**config.mk**
```make
export PLATFORM = sky130hd
export DESIGN_NAME = i2c_init_sequencer
export DESIGN_NICKNAME = d
export VERILOG_FILES = /design/src/rtl/i2c_init_pkg.sv /design/src/rtl/i2c_init_rom.sv /design/src/rtl/i2c_init_sequencer.sv
export SDC_FILE = /design/constraint.sdc
export NUM_CORES = 1
export LEC_CHECK = 0
export BUFFER_PORTS_ARGS = -buffer_cell sky130_fd_sc_hd__clkbuf_2
export CAP_MARGIN = 5
export CORE_UTILIZATION = 45
export CTS_CLUSTER_DIAMETER = 30
export DETAILED_ROUTE_END_ITERATION = 10
export PLACE_DENSITY = 0.64
export SYNTH_ARGS = -nofsm -noshare
export SYNTH_HDL_FRONTEND = slang
export SYNTH_HIERARCHICAL = 1
export SYNTH_SLANG_ARGS = --single-unit
```
**constraint.sdc**
```tcl
create_clock -name clk -period 3.82 [get_ports clk]
set_clock_uncertainty 0.2 [all_clocks]
set_input_delay 0.191 -clock clk [delete_from_list [all_inputs] [get_ports clk]]
set_output_delay 0.191 -clock clk [all_outputs]
set_load 0.02 [all_outputs]
```
**src/rtl/i2c_init_pkg.sv**
```systemverilog
// ---------------------------------------------------------------------------
// i2c_init_pkg
// Shared definitions for the I2C init sequencer:
//   - entry field widths and packed entry layout
//     {dev_addr[22:16], reg_addr[15:8], reg_data[7:0]}
//   - default table length and the default table itself (init_entry)
//   - sequencer FSM state encoding
// ---------------------------------------------------------------------------
package i2c_init_pkg;

    localparam int DEV_W        = 7;
    localparam int REG_W        = 8;
    localparam int DAT_W        = 8;
    localparam int ENTRY_W_DEF  = DEV_W + REG_W + DAT_W;
    localparam int INIT_LEN_DEF = 4;
    // Index register is sized for the largest supported table (256 entries).
    localparam int IDX_W        = 8;

    typedef enum logic [1:0] {
        ST_IDLE = 2'd0,
        ST_CMD  = 2'd1,
        ST_REG  = 2'd2,
        ST_DAT  = 2'd3
    } state_t;

    // Default table: device 0x50, register i receives 1 << i.
    // Indices outside the table return all zeros.
    function automatic logic [ENTRY_W_DEF-1:0] init_entry(input logic [IDX_W-1:0] idx);
        logic [ENTRY_W_DEF-1:0] e;
        case (idx)
            8'd0:    e = {7'h50, 8'h00, 8'h01};
            8'd1:    e = {7'h50, 8'h01, 8'h02};
            8'd2:    e = {7'h50, 8'h02, 8'h04};
            8'd3:    e = {7'h50, 8'h03, 8'h08};
            default: e = '0;
        endcase
        return e;
    endfunction

endpackage

```
**src/rtl/i2c_init_rom.sv**
```systemverilog
// ---------------------------------------------------------------------------
// i2c_init_rom
// Combinational table lookup: entry index -> packed table entry.
// Kept separate from the sequencer so a product-specific table can be
// swapped in without touching the FSM.
// Ports:
//   i_idx    in   IDX_W    table index
//   o_entry  out  ENTRY_W  {dev_addr, reg_addr, reg_data}
// ---------------------------------------------------------------------------
module i2c_init_rom
    import i2c_init_pkg::*;
#(
    parameter int ENTRY_W = ENTRY_W_DEF
) (
    input  logic [IDX_W-1:0]   i_idx,
    output logic [ENTRY_W-1:0] o_entry
);

    assign o_entry = ENTRY_W'(init_entry(i_idx));

endmodule

```
**src/rtl/i2c_init_sequencer.sv**
```systemverilog
// ---------------------------------------------------------------------------
// i2c_init_sequencer
// Replays a fixed table of I2C register writes into an I2C master core.
// Each entry becomes one write_multiple+stop command to dev_addr followed by
// two data bytes: reg_addr (tlast=0) then reg_data (tlast=1).
//
// Handshake (both AXI-stream channels): a transfer happens on a posedge
// where valid and ready are both 1. Once valid rises, valid and its payload
// hold until that transfer. ready may be high before valid. The cmd and data
// channels are never valid in the same cycle.
//
// Ports:
//   clk, rst                    clock, synchronous active-high reset
//   start                       rising edge (seen in IDLE) starts one pass
//   busy                        high while a pass is in progress
//   m_axis_cmd_*                command channel to the I2C master
//   m_axis_data_*               write-data channel to the I2C master
//   dbg_state                   current FSM state (state_t encoding)
// ---------------------------------------------------------------------------
module i2c_init_sequencer
    import i2c_init_pkg::*;
#(
    parameter int INIT_LEN = INIT_LEN_DEF,
    parameter int ENTRY_W  = ENTRY_W_DEF
) (
    input  logic             clk,
    input  logic             rst,
    input  logic             start,
    output logic             busy,
    output logic [DEV_W-1:0] m_axis_cmd_address,
    output logic             m_axis_cmd_start,
    output logic             m_axis_cmd_read,
    output logic             m_axis_cmd_write,
    output logic             m_axis_cmd_write_multiple,
    output logic             m_axis_cmd_stop,
    output logic             m_axis_cmd_valid,
    input  logic             m_axis_cmd_ready,
    output logic [DAT_W-1:0] m_axis_data_tdata,
    output logic             m_axis_data_tvalid,
    input  logic             m_axis_data_tready,
    output logic             m_axis_data_tlast,
    output logic [1:0]       dbg_state
);

    state_t             r_state;
    state_t             w_state_next;
    logic [IDX_W-1:0]   r_idx;
    logic [IDX_W-1:0]   w_idx_next;
    logic               r_start_d;
    logic               r_busy;
    logic               r_cmd_valid;
    logic [DEV_W-1:0]   r_cmd_address;
    logic               r_tvalid;
    logic [DAT_W-1:0]   r_tdata;
    logic               r_tlast;

    logic               w_start_edge;
    logic               w_last_entry;
    logic [ENTRY_W-1:0] w_entry;
    logic [DEV_W-1:0]   w_dev;
    logic [REG_W-1:0]   w_reg;
    logic [DAT_W-1:0]   w_dat;

    assign w_start_edge = start & ~r_start_d;
    assign w_last_entry = (r_idx == IDX_W'(INIT_LEN - 1));

    // Look up the entry for the *next* index so the registered payload is
    // already correct in the cycle the FSM enters CMD/REG/DAT.
    i2c_init_rom #(
        .ENTRY_W (ENTRY_W)
    ) u_rom (
        .i_idx   (w_idx_next),
        .o_entry (w_entry)
    );

    assign w_dev = w_entry[ENTRY_W-1 -: DEV_W];
    assign w_reg = w_entry[REG_W+DAT_W-1 -: REG_W];
    assign w_dat = w_entry[DAT_W-1:0];

    always_comb begin
        w_state_next = r_state;
        w_idx_next   = r_idx;
        case (r_state)
            ST_IDLE: begin
                if (w_start_edge) begin
                    w_idx_next   = '0;
                    w_state_next = ST_CMD;
                end
            end
            // valid is held high in CMD/REG/DAT, so ready alone marks a transfer.
            ST_CMD: begin
                if (m_axis_cmd_ready) w_state_next = ST_REG;
            end
            ST_REG: begin
                if (m_axis_data_tready) w_state_next = ST_DAT;
            end
            ST_DAT: begin
                if (m_axis_data_tready) begin
                    if (w_last_entry) begin
                        w_state_next = ST_IDLE;
                    end else begin
                        w_idx_next   = r_idx + 1'b1;
                        w_state_next = ST_CMD;
                    end
                end
            end
            default: w_state_next = ST_IDLE;
        endcase
    end

    // Outputs are registered from the next state, so they change on the same
    // edge as the state they belong to.
    always_ff @(posedge clk) begin
        if (rst) begin
            r_state       <= ST_IDLE;
            r_idx         <= '0;
            r_start_d     <= 1'b0;
            r_busy        <= 1'b0;
            r_cmd_valid   <= 1'b0;
            r_cmd_address <= '0;
            r_tvalid      <= 1'b0;
            r_tdata       <= '0;
            r_tlast       <= 1'b0;
        end else begin
            r_state       <= w_state_next;
            r_idx         <= w_idx_next;
            r_start_d     <= start;
            r_busy        <= (w_state_next != ST_IDLE);
            r_cmd_valid   <= (w_state_next == ST_CMD);
            r_cmd_address <= (w_state_next == ST_CMD) ? w_dev : '0;
            r_tvalid      <= (w_state_next == ST_REG) || (w_state_next == ST_DAT);
            r_tdata       <= (w_state_next == ST_REG) ? w_reg :
                             (w_state_next == ST_DAT) ? w_dat : '0;
            r_tlast       <= (w_state_next == ST_DAT);
        end
    end

    assign busy                      = r_busy;
    assign m_axis_cmd_address        = r_cmd_address;
    assign m_axis_cmd_start          = 1'b0;
    assign m_axis_cmd_read           = 1'b0;
    assign m_axis_cmd_write          = 1'b0;
    // Every command is a multi-byte write ending in stop.
    assign m_axis_cmd_write_multiple = r_cmd_valid;
    assign m_axis_cmd_stop           = r_cmd_valid;
    assign m_axis_cmd_valid          = r_cmd_valid;
    assign m_axis_data_tdata         = r_tdata;
    assign m_axis_data_tvalid        = r_tvalid;
    assign m_axis_data_tlast         = r_tlast;
    assign dbg_state                 = r_state;

endmodule

```
* Word-level counts from Yosys, hierarchy flattened
Index checks and enable logic that the tools add are counted.
** Word-level totals
- Memory bits (read-only) :: 0
- Output and inout bits :: 26
- Bits in registers :: 30
- Memories :: 0
- Bits of input ports :: 5
- Latch bits :: 0
- Memory bits (writable) :: 0
- Logic and storage cells :: 41
** Cells by class
- Order comparisons :: 0
- Divide/modulo/power cells :: 0
- Reduce and logical (&&, ||, !) cells :: 5
- Bitwise operators :: 3
- Equality and inequality tests :: 10
- Shifts and indexed selects :: 0
- Add/subtract/negate cells :: 1
- Muxes and demuxes :: 13
- Multiply operators :: 0
** Operator list (count)
- $pmux 23 s4 :: 1
- $mux 8 :: 5
- $eq 8x2->1 const B :: 3
- $pmux 8 s2 :: 1
- $add 8x1->8 const B :: 1
- $eq 2x2->1 const B :: 4
- $eq 8x1->1 const B :: 1
- $logic_not 8->1 :: 1
- $mux 2 :: 4
- $pmux 2 s4 :: 1
- $eq 2x1->1 const B :: 2
- $logic_not 2->1 :: 1
- $not 1->1 :: 2
- $reduce_bool 2->1 :: 1
- $reduce_or 2->1 :: 1
- $and 1x1->1 :: 1
- $logic_or 1x1->1 :: 1
- $mux 1 :: 1

* Logic depth before layout (Yosys ltp)
Gate-level depths: netlist (run 1).
- Depth in word-level cells :: 8
- Gate-level depth with buffers :: 10
- Mapped depth without buffers :: 10

* Cells and area by module
Netlist (run 1), hierarchy kept.
** By module, submodules not included
- i2c_init_sequencer :: cells each 142, area an instance 1381.3 µm², times used 1
- i2c_init_rom :: cells each 27, area an instance 215.2 µm², times used 1

* Worst setup path after synthesis (run 1)
Ideal clock, no wire load.
- Kind :: register to register
- Start point :: register r_state[0], in the netlist dbg_state[0]
- End point :: register r_cmd_address[6], in the netlist m_axis_cmd_address[6]
- Slack :: 0.938 ns
- Period minus slack after synthesis :: 2.882 ns
- Arrival time :: 2.625 ns
- Stages on the path, launching flop included :: 11
- Buffers on the path :: 1
- Cell sequence :: dfxtp_1 -> inv_1 -> ha_1 -> and2b_2 -> o21ai_0 -> o21ai_0 -> a21o_2 -> or4_4 -> nor3_1 -> buf_4 -> and2_4
** On the way
- Elaborated cells between the ends (all ways) :: 18
- Those cells by class :: 7 x eq/ne; 7 x mux; 1 x bitwise; 3 x reduce/logical
** RTL lines
- from (decl) :: line i2c_init_sequencer.sv:45 : state_t r_state;
- from (signal assigned) :: line i2c_init_sequencer.sv:125 : r_state <= w_state_next;
- $eq 2x2->1 / $logic_not 2->1 (equally long branches) :: line i2c_init_sequencer.sv:83 : case (r_state)
- $pmux 8 s2 (*) :: line i2c_init_sequencer.sv:83
- net w_idx_next[3] :: line i2c_init_sequencer.sv:48 : logic [IDX_W-1:0] w_idx_next;
- $eq 8x2->1 (tied with other cells) :: line i2c_init_pkg.sv:30 : case (idx)
- $pmux 23 s4 (*) :: line i2c_init_pkg.sv:30
- net w_entry[22] :: line i2c_init_sequencer.sv:59 : logic [ENTRY_W-1:0] w_entry;
- to (signal assigned) :: line i2c_init_sequencer.sv:130 : r_cmd_address <= (w_state_next == ST_CMD) ? w_dev : '0;
- to (decl) :: line i2c_init_sequencer.sv:52 : logic [DEV_W-1:0] r_cmd_address;
Mark *: on every way through the listed nets, which the timed path passes. The rest lies on a longest branch.
A chain may end at the register's enable or synchronous reset.

* Final worst setup path (run 1)
- Start point :: register r_state[0], in the netlist dbg_state[0]
- End point :: register r_tdata[2], in the netlist m_axis_data_tdata[2]
** On the way
- Cells in the longest elaborated chain, start to end :: 6
- Elaborated cells between the ends (all ways) :: 19
- Those cells by class :: 8 x eq/ne; 9 x mux; 2 x reduce/logical
** RTL lines
- $eq 2x2->1 / $logic_not 2->1 (equally long branches) :: line i2c_init_sequencer.sv:83
- $pmux 8 s2 (*) :: line i2c_init_sequencer.sv:83
- net w_idx_next[3] :: line i2c_init_sequencer.sv:48
- $eq 8x2->1 (tied with other cells) :: line i2c_init_pkg.sv:30
- $pmux 23 s4 (*) :: line i2c_init_pkg.sv:30
- net w_entry[2] :: line i2c_init_sequencer.sv:59
- $mux 8 (*) :: line i2c_init_sequencer.sv:133 : (w_state_next == ST_DAT) ? w_dat : '0;
- $mux 8 (*) :: line i2c_init_sequencer.sv:132 : r_tdata <= (w_state_next == ST_REG) ? w_reg :
- to (signal assigned) :: line i2c_init_sequencer.sv:132
- to (decl) :: line i2c_init_sequencer.sv:54 : logic [DAT_W-1:0] r_tdata;
Marked as above.

==> impl_results.md, run 1 <==
- Core Rows: 21
- Worst VDD drop: 357 µV
- Max Buffers Root-to-Sink: 2
- PwrDens: 686 nW/µm²
- Ys async rst share: 0
- Fin. Hold Viols: 0
- Count leader, synth: dfxtp_1
- Finish-stage setup viols: 0
- Critical Path End Type: register
- Synth Flop Type: dfxtp_1
- Largest net degree at the start of global routing: 14
- Setup slack at placement: 0.860 ns
- Initial DRC Count: 30
- Top cells by count, synth: dfxtp_1 (30), buf_4 (21), nor2_1 (16)
- Number of I/O pins: 31
- Combinational share of power: 0.476
- Sequential fraction of the synthesis area: 0.376
- Switching portion of total power: 0.405
- Post-Syn Area: 1600 µm²
- Max stage delay cell, worst path: nor4_1
- Drt total wl: 2710 µm
- Min Tclk post-route: 3.01 ns
- # resized after CTS: 0
- Crit path kind: register to register
- CTS Sinks: 30
- Avg Inst Size Synth: 9.45 µm²
- Die Area: 3790 µm²
- Core region area: 3360 µm²
- Max-Cap Viols: 0
- Worst EP arrival: 3.09 ns
- Clock latency on the worst-skew pair: 0.33 ns
- Final worst slack: 0.812 ns
- Multi-input gate area: 835 µm²
- Die X: 61.6 µm
- Crit path required time: 3.90 ns
- Reg power frac: 0.352
- Yosys top cell area share: 0.376
- Share of cells above drive strength 1: 0.281
- Distinct cells, synth: 47
- CP Max Fanout: 7
- Vias/cell: 4.70
- Die Y-Extent: 61.6 µm
- Clock Tree Root: clkbuf_4
- Worst Tran Pin Value: 0.648 ns
- Number of I/O port buffers: 27
- CTS clk-pin slew, worst paths: 0.10 ns
- CTS Buf Count: 5
- Max-slew violation count: 0
- CP startpoint kind: register
- Post-detail-place hpwl: 1990 µm
- TritonCTS clock tree: built
- Setup TNS: 0 ns
- Cell chain of the critical path: inv_1 > ha_1 > a21oi_1 > o21ai_0 > a21o_2 > nor4_1 > and4b_1 > mux2i_1 > nor2_1
- Initial antenna violation count: 0
- Number of synthesized flops with an enable pin: 0
- FF/Latch Area: 601 µm²
- Clk pwr share: 0.173
- Vias in the first global route: 975
- All-Layer GR Usage: 0.160
- 1st-pass router iterations: 4
- Synth Instances: 169
- Global-route wire length before repair: 4310 µm
- Layout net count: 205
- Inst Count DP: 233
- Overflow after GRT: 0
- DR DRC count: 0
- Syn. warnings: 6
- Synth-to-Final Area Change: 8.70%
- Top cells by area, synth: dfxtp_1 (38%), buf_4 (9.9%), mux2i_1 (5.0%)
- Via count: 1138
- Pint: 0.000709 W
- Unrepaired setup endpoints after global routing: no
- Switch Pwr: 0.000482 W
- Antenna cells: 0
- Flops & latches, synth: 30
- LEAKAGE: 0.817 nW
- GPL Wtd Cong: 0.832
- F_max: 332 MHz
- Largest area contributor in the netlist: dfxtp_1
- DRT antenna net count: 0
- Final Cycle Share: 0.787
- Final Non-Filler Cells: 242
- Layout filler cell count: 344
- Slew margin rel.: 0.567
- Starting density of the core: 0.475
- Run status: complete, no violations
- Worst min-delay path class: input pin to register
- Number of H-tree levels: 2
- Critical path's largest stage delay: 0.53 ns
- WL/cell: 11.2 µm
## power groups by stage
stage	clock network, W	registers (W)	logic (W)
finish	0.000206	0.000419	0.000566
global route	0.000220	0.000429	0.000626
CTS	0.000209	0.000420	0.000572
detailed placement	0	0.000427	0.000568
global placement	0	0.000424	0.000561
floorplan	0	0.000519	0.000395
## flip-flops by register name, summed over array words and instances, names as in the netlist
register	flops
dbg_state	2
r_start_d	1
r_idx	8
m_axis_data_tdata	8
m_axis_data_tlast	1
m_axis_data_tvalid	1
busy	1
m_axis_cmd_stop	1
m_axis_cmd_address	7
## what timing repair did
| item | 4_1_cts | 5_1_grt |
|---|---|---|
| hold endpoints to repair | 1 | 0 |
| hold buffers | 1 | 0 |
| buffers inserted | 0 | 0 |
## kinds of logic (layout without fill, tap and decap cells)
| kind of cell | count (synthesis) | in the layout | synth area share |
|---|---|---|---|
| adder cells (fa/ha/maj) | 5 | 5 | 0.0392 |
| AND/OR/NAND/NOR | 63 | 63 | 0.259 |
| buffers and inverters | 34 | 45 | 0.139 |
| other | 2 | 18 | 0.00470 |
| flip-flops | 30 | 30 | 0.376 |
| AO/OA/AOI/OAI | 27 | 27 | 0.132 |
| multiplexers | 8 | 8 | 0.0502 |
## critical path, delay by kind of cell, from the launching register on
family                     cells  cell delay, ns
buffers and inverters          1            0.11
AOI/OAI and AO/OA              3            0.86
muxes                          1            0.08
DFF                            1            0.44
adders and majority gates      1            0.34
and+or+nand+nor                3            0.92
## final timing paths
check                                from                         endpoint  slack, ns  cells after the start
setup / recovery  dbg_state[0]$_SDFF_PP0_  m_axis_data_tdata[2]$_SDFF_PP0_       0.81                      9
setup reg to reg  dbg_state[0]$_SDFF_PP0_  m_axis_data_tdata[2]$_SDFF_PP0_       0.81                      9
hold reg to reg       r_idx[5]$_SDFF_PP0_              r_idx[5]$_SDFF_PP0_       0.52                      2
hold / removal                        rst              r_idx[1]$_SDFF_PP0_       0.01                      2
## metal layers
| layer | up-vias | global-route usage | part of all wire |
|---|---|---|---|
| met3 | 7 | 0.0630 | 0.052 |
| met2 | 35 | 0.233 | 0.45 |
| met5 | - | 0 | 0 |
| li1 | 595 | - | - |
| met1 | 501 | 0.201 | 0.47 |
| met4 | 0 | 0.0889 | 0.021 |
## per-stage QoR
step | total power, W | util | area (µm²) | hold WS [ns]
2_1_floorplan | 0.000914 | - | 1660 | 0.119
3_3_place_gp | 0.000985 | 0.494 | 1660 | 0.227
3_5_place_dp | 0.000995 | 0.494 | 1660 | 0.233
4_1_cts | 0.00120 | 0.516 | 1740 | 0.00804
5_1_grt | 0.00128 | 0.516 | 1740 | 0.0238
6_report | 0.00119 | 0.516 | 1740 | 0.0123
## layout make-up
| class | count | area share |
|---|---|---|
| Inverter | 9 | 0.0195 |
| Sequential cell | 30 | 0.346 |
| Multi-Input combinational cell | 121 | 0.481 |
| Tap cell | 46 | 0.0332 |
| Clock buffer | 6 | 0.0296 |
| Clock inverter | 2 | 0.00721 |
| Timing Repair Buffer | 28 | 0.0836 |
## cell usage in the layout, fill, tap and decap left out, types with 2 or more instances in the layout
master	instances
nand2_1	4
a21oi_1	4
and3_1	2
mux2i_1	8
nor2_1	16
and2_4	7
and4b_1	2
nor4_1	2
inv_1	9
nand2b_1	3
clkbuf_4	5
dfxtp_1	30
conb_1	18
nor2b_1	8
clkbuf_2	27
ha_1	5
nor3_1	5
or4_4	2
o21ai_0	6
a31oi_1	2
a21o_1	2
(Power assumes the default switching activity.)
==> run 2: changes to the inputs <==
==> constraint.sdc (replaced) <==
create_clock -name clk -period 3.1 [get_ports clk]
set_clock_uncertainty 0.2 [all_clocks]
set_input_delay 0.155 -clock clk [delete_from_list [all_inputs] [get_ports clk]]
set_output_delay 0.155 -clock clk [all_outputs]
set_load 0.02 [all_outputs]
==> run 2 against run 1 <==
Against the previous run:
- worst setup slack got worse by 0.69 ns
- global-route usage is 0.62 points higher
- non-clock buffer count up 3
- die area unchanged
- sequential power increased by 23%
- power up 30%
- critical path depth decreased by 1
- routed wire length up 2.4%
- core utilization rose by 1.4 points
- largest cell class unchanged
==> impl_results.md, run 2 (synthesized netlist as in run 1, its figures left out) <==
- Crit path kind: register to register
- Worst Tran Pin Value: 0.640 ns
- Max Buffers Root-to-Sink: 2
- Unrepaired setup endpoints after global routing: no
- Synth-to-Final Area Change: 11.7%
- Fin. Hold Viols: 0
- 1st-pass router iterations: 4
- Worst EP arrival: 3.03 ns
- Die X: 61.6 µm
- Reg-to-reg endpoint: m_axis_data_tdata[0]$_SDFF_PP0_
- Slew margin rel.: 0.573
- Antenna cells: 0
- Finish-stage setup viols: 0
- Hold slack: 0.253 ns
- Vias/cell: 4.81
- TritonCTS clock tree: built
- GPL Wtd Cong: 0.858
- Max-Cap Viols: 0
- Post-DP Area: 1680 µm²
- Starting density of the core: 0.475
- Setup TNS: 0 ns
- DR DRC count: 0
- PwrDens: 867 nW/µm²
- Max-slew violation count: 0
- WL/cell: 11.4 µm
- Drt total wl: 2770 µm
- Design Area, Final: 1780 µm²
- Initial antenna violation count: 0
- Inst Count DP: 235
- Worst min-delay path class: input pin to register
- R2R Path Start: r_idx[3]$_SDFF_PP0_
- HP Start: m_axis_cmd_ready
- Vias in the first global route: 1042
- Min Tclk post-route: 2.98 ns
- FF-to-FF path depth: 8
- Critical Path End Type: register
- Worst VDD drop: 462 µV
- F_max: 336 MHz
- Most frequent cells in the layout: dfxtp_1 (30), clkbuf_2 (27), conb_1 (18)
- All-Layer GR Usage: 0.166
- Core region area: 3360 µm²
- Run status: complete, no violations
- DRT antenna net count: 0
- CP Max Fanout: 5
- Hold path endpoint: dbg_state[0]$_SDFF_PP0_
- FF/Latch Area: 601 µm²
- Final worst slack: 0.125 ns
- Number of I/O port buffers: 27
- Number of I/O pins: 31
- R2r setup slk: 0.12 ns
- Global-route wire length before repair: 4530 µm
- LEAKAGE: 0.841 nW
- Number of H-tree levels: 2
- Die Area: 3790 µm²
- Clock latency on the worst-skew pair: 0.31 ns
- Die Y-Extent: 61.6 µm
- Multi-input gate area: 840 µm²
- Layout filler cell count: 342
- Crit path required time: 3.16 ns
- Setup Buffers After CTS: 0
- Final Cycle Share: 0.960
- CTS clk-pin slew, worst paths: 0.09 ns
- Setup slack at placement: 0.171 ns
- CTS Buf Count: 5
- CP startpoint kind: register
- Overflow after GRT: 0
- Clock Tree Root: clkbuf_4
- Largest net degree at the start of global routing: 14
- Hold depth: 5
- CTS Sinks: 30
- Commonest non-fill, non-tap cell in the layout: dfxtp_1
- Post-detail-place hpwl: 2070 µm
- Layout net count: 208
- Initial DRC Count: 30
- Share of cells above drive strength 1: 0.288
- Via count: 1174
- Final Non-Filler Cells: 244
- Core Rows: 21
-- run 2: changes by cell type in the layout (fill, tap and decap cells not counted) --
cell	delta
nor3_2	+1
buf_4	+2
dlygate4sd3_1	+1
clkinv_2	-1
clkinvlp_4	-1
nor3_1	-1
bufinv_16	+1
-- run 2: power breakdown --
| group | switching, W | internal [W] |
|---|---|---|
| Combinational | 0.000415 | 0.000299 |
| Sequential | 0.0000376 | 0.000478 |
| Clock | 0.000127 | 0.000188 |
| Total | 0.000580 | 0.000965 |
-- run 2: layout make-up --
| type | count | share of cell area |
|---|---|---|
| multi-input combinational | 121 | 0.471 |
| sequential | 30 | 0.337 |
| inverter | 9 | 0.0189 |
| clock buffer | 6 | 0.0288 |
| clock inverter | 1 | 0.0168 |
| timing repair buffer | 31 | 0.0954 |
| tap | 46 | 0.0323 |
-- run 2: timing repair --
action	in CTS	in global routing
gates resized for setup	0	1
setup endpoints to repair	0	2
hold buffers	2	0
hold endpoints to repair	2	0
-- run 2: worst max-delay path by stage --
stage	startpoint	endpoint	slack, ns	depth (start not counted)
final	r_idx[3]$_SDFF_PP0_	m_axis_data_tdata[0]$_SDFF_PP0_	0.12	8
after global routing	dbg_state[0]$_SDFF_PP0_	m_axis_data_tdata[0]$_SDFF_PP0_	0.03	10
after CTS	r_idx[3]$_SDFF_PP0_	m_axis_cmd_address[4]$_SDFF_PP0_	0.14	7
after detailed placement	r_idx[3]$_SDFF_PP0_	m_axis_cmd_address[4]$_SDFF_PP0_	0.17	7
after global placement	dbg_state[0]$_SDFF_PP0_	m_axis_cmd_address[4]$_SDFF_PP0_	0.28	9
after floorplan	dbg_state[0]$_SDFF_PP0_	m_axis_cmd_address[6]$_SDFF_PP0_	0.22	10
-- run 2: worst max-delay path, cell delays in order, from the launching register on --
cell and delay, ns:
dfxtp_1 0.36, or4_4 0.59, o21ai_0 0.40, o21ai_0 0.16, a21o_2 0.24, or4_4 0.56, nor4b_4 0.22, mux2i_1 0.10
nor2_1 0.10
-- run 2: stage by stage --
step	utilization	total power, W
after CTS	0.529	0.00156
after global routing	0.530	0.00166
final	0.530	0.00155
after floorplan	-	0.00113
after global placement	0.499	0.00123
after detailed placement	0.499	0.00124
-- run 2: routing by layer --
metal | GRT usage | up-vias | wire, µm
met5 | 0 | - | 0
met3 | 0.0546 | 9 | 135
li1 | - | 602 | -
met4 | 0.0635 | 0 | 61
met2 | 0.278 | 42 | 1350
met1 | 0.197 | 521 | 1230
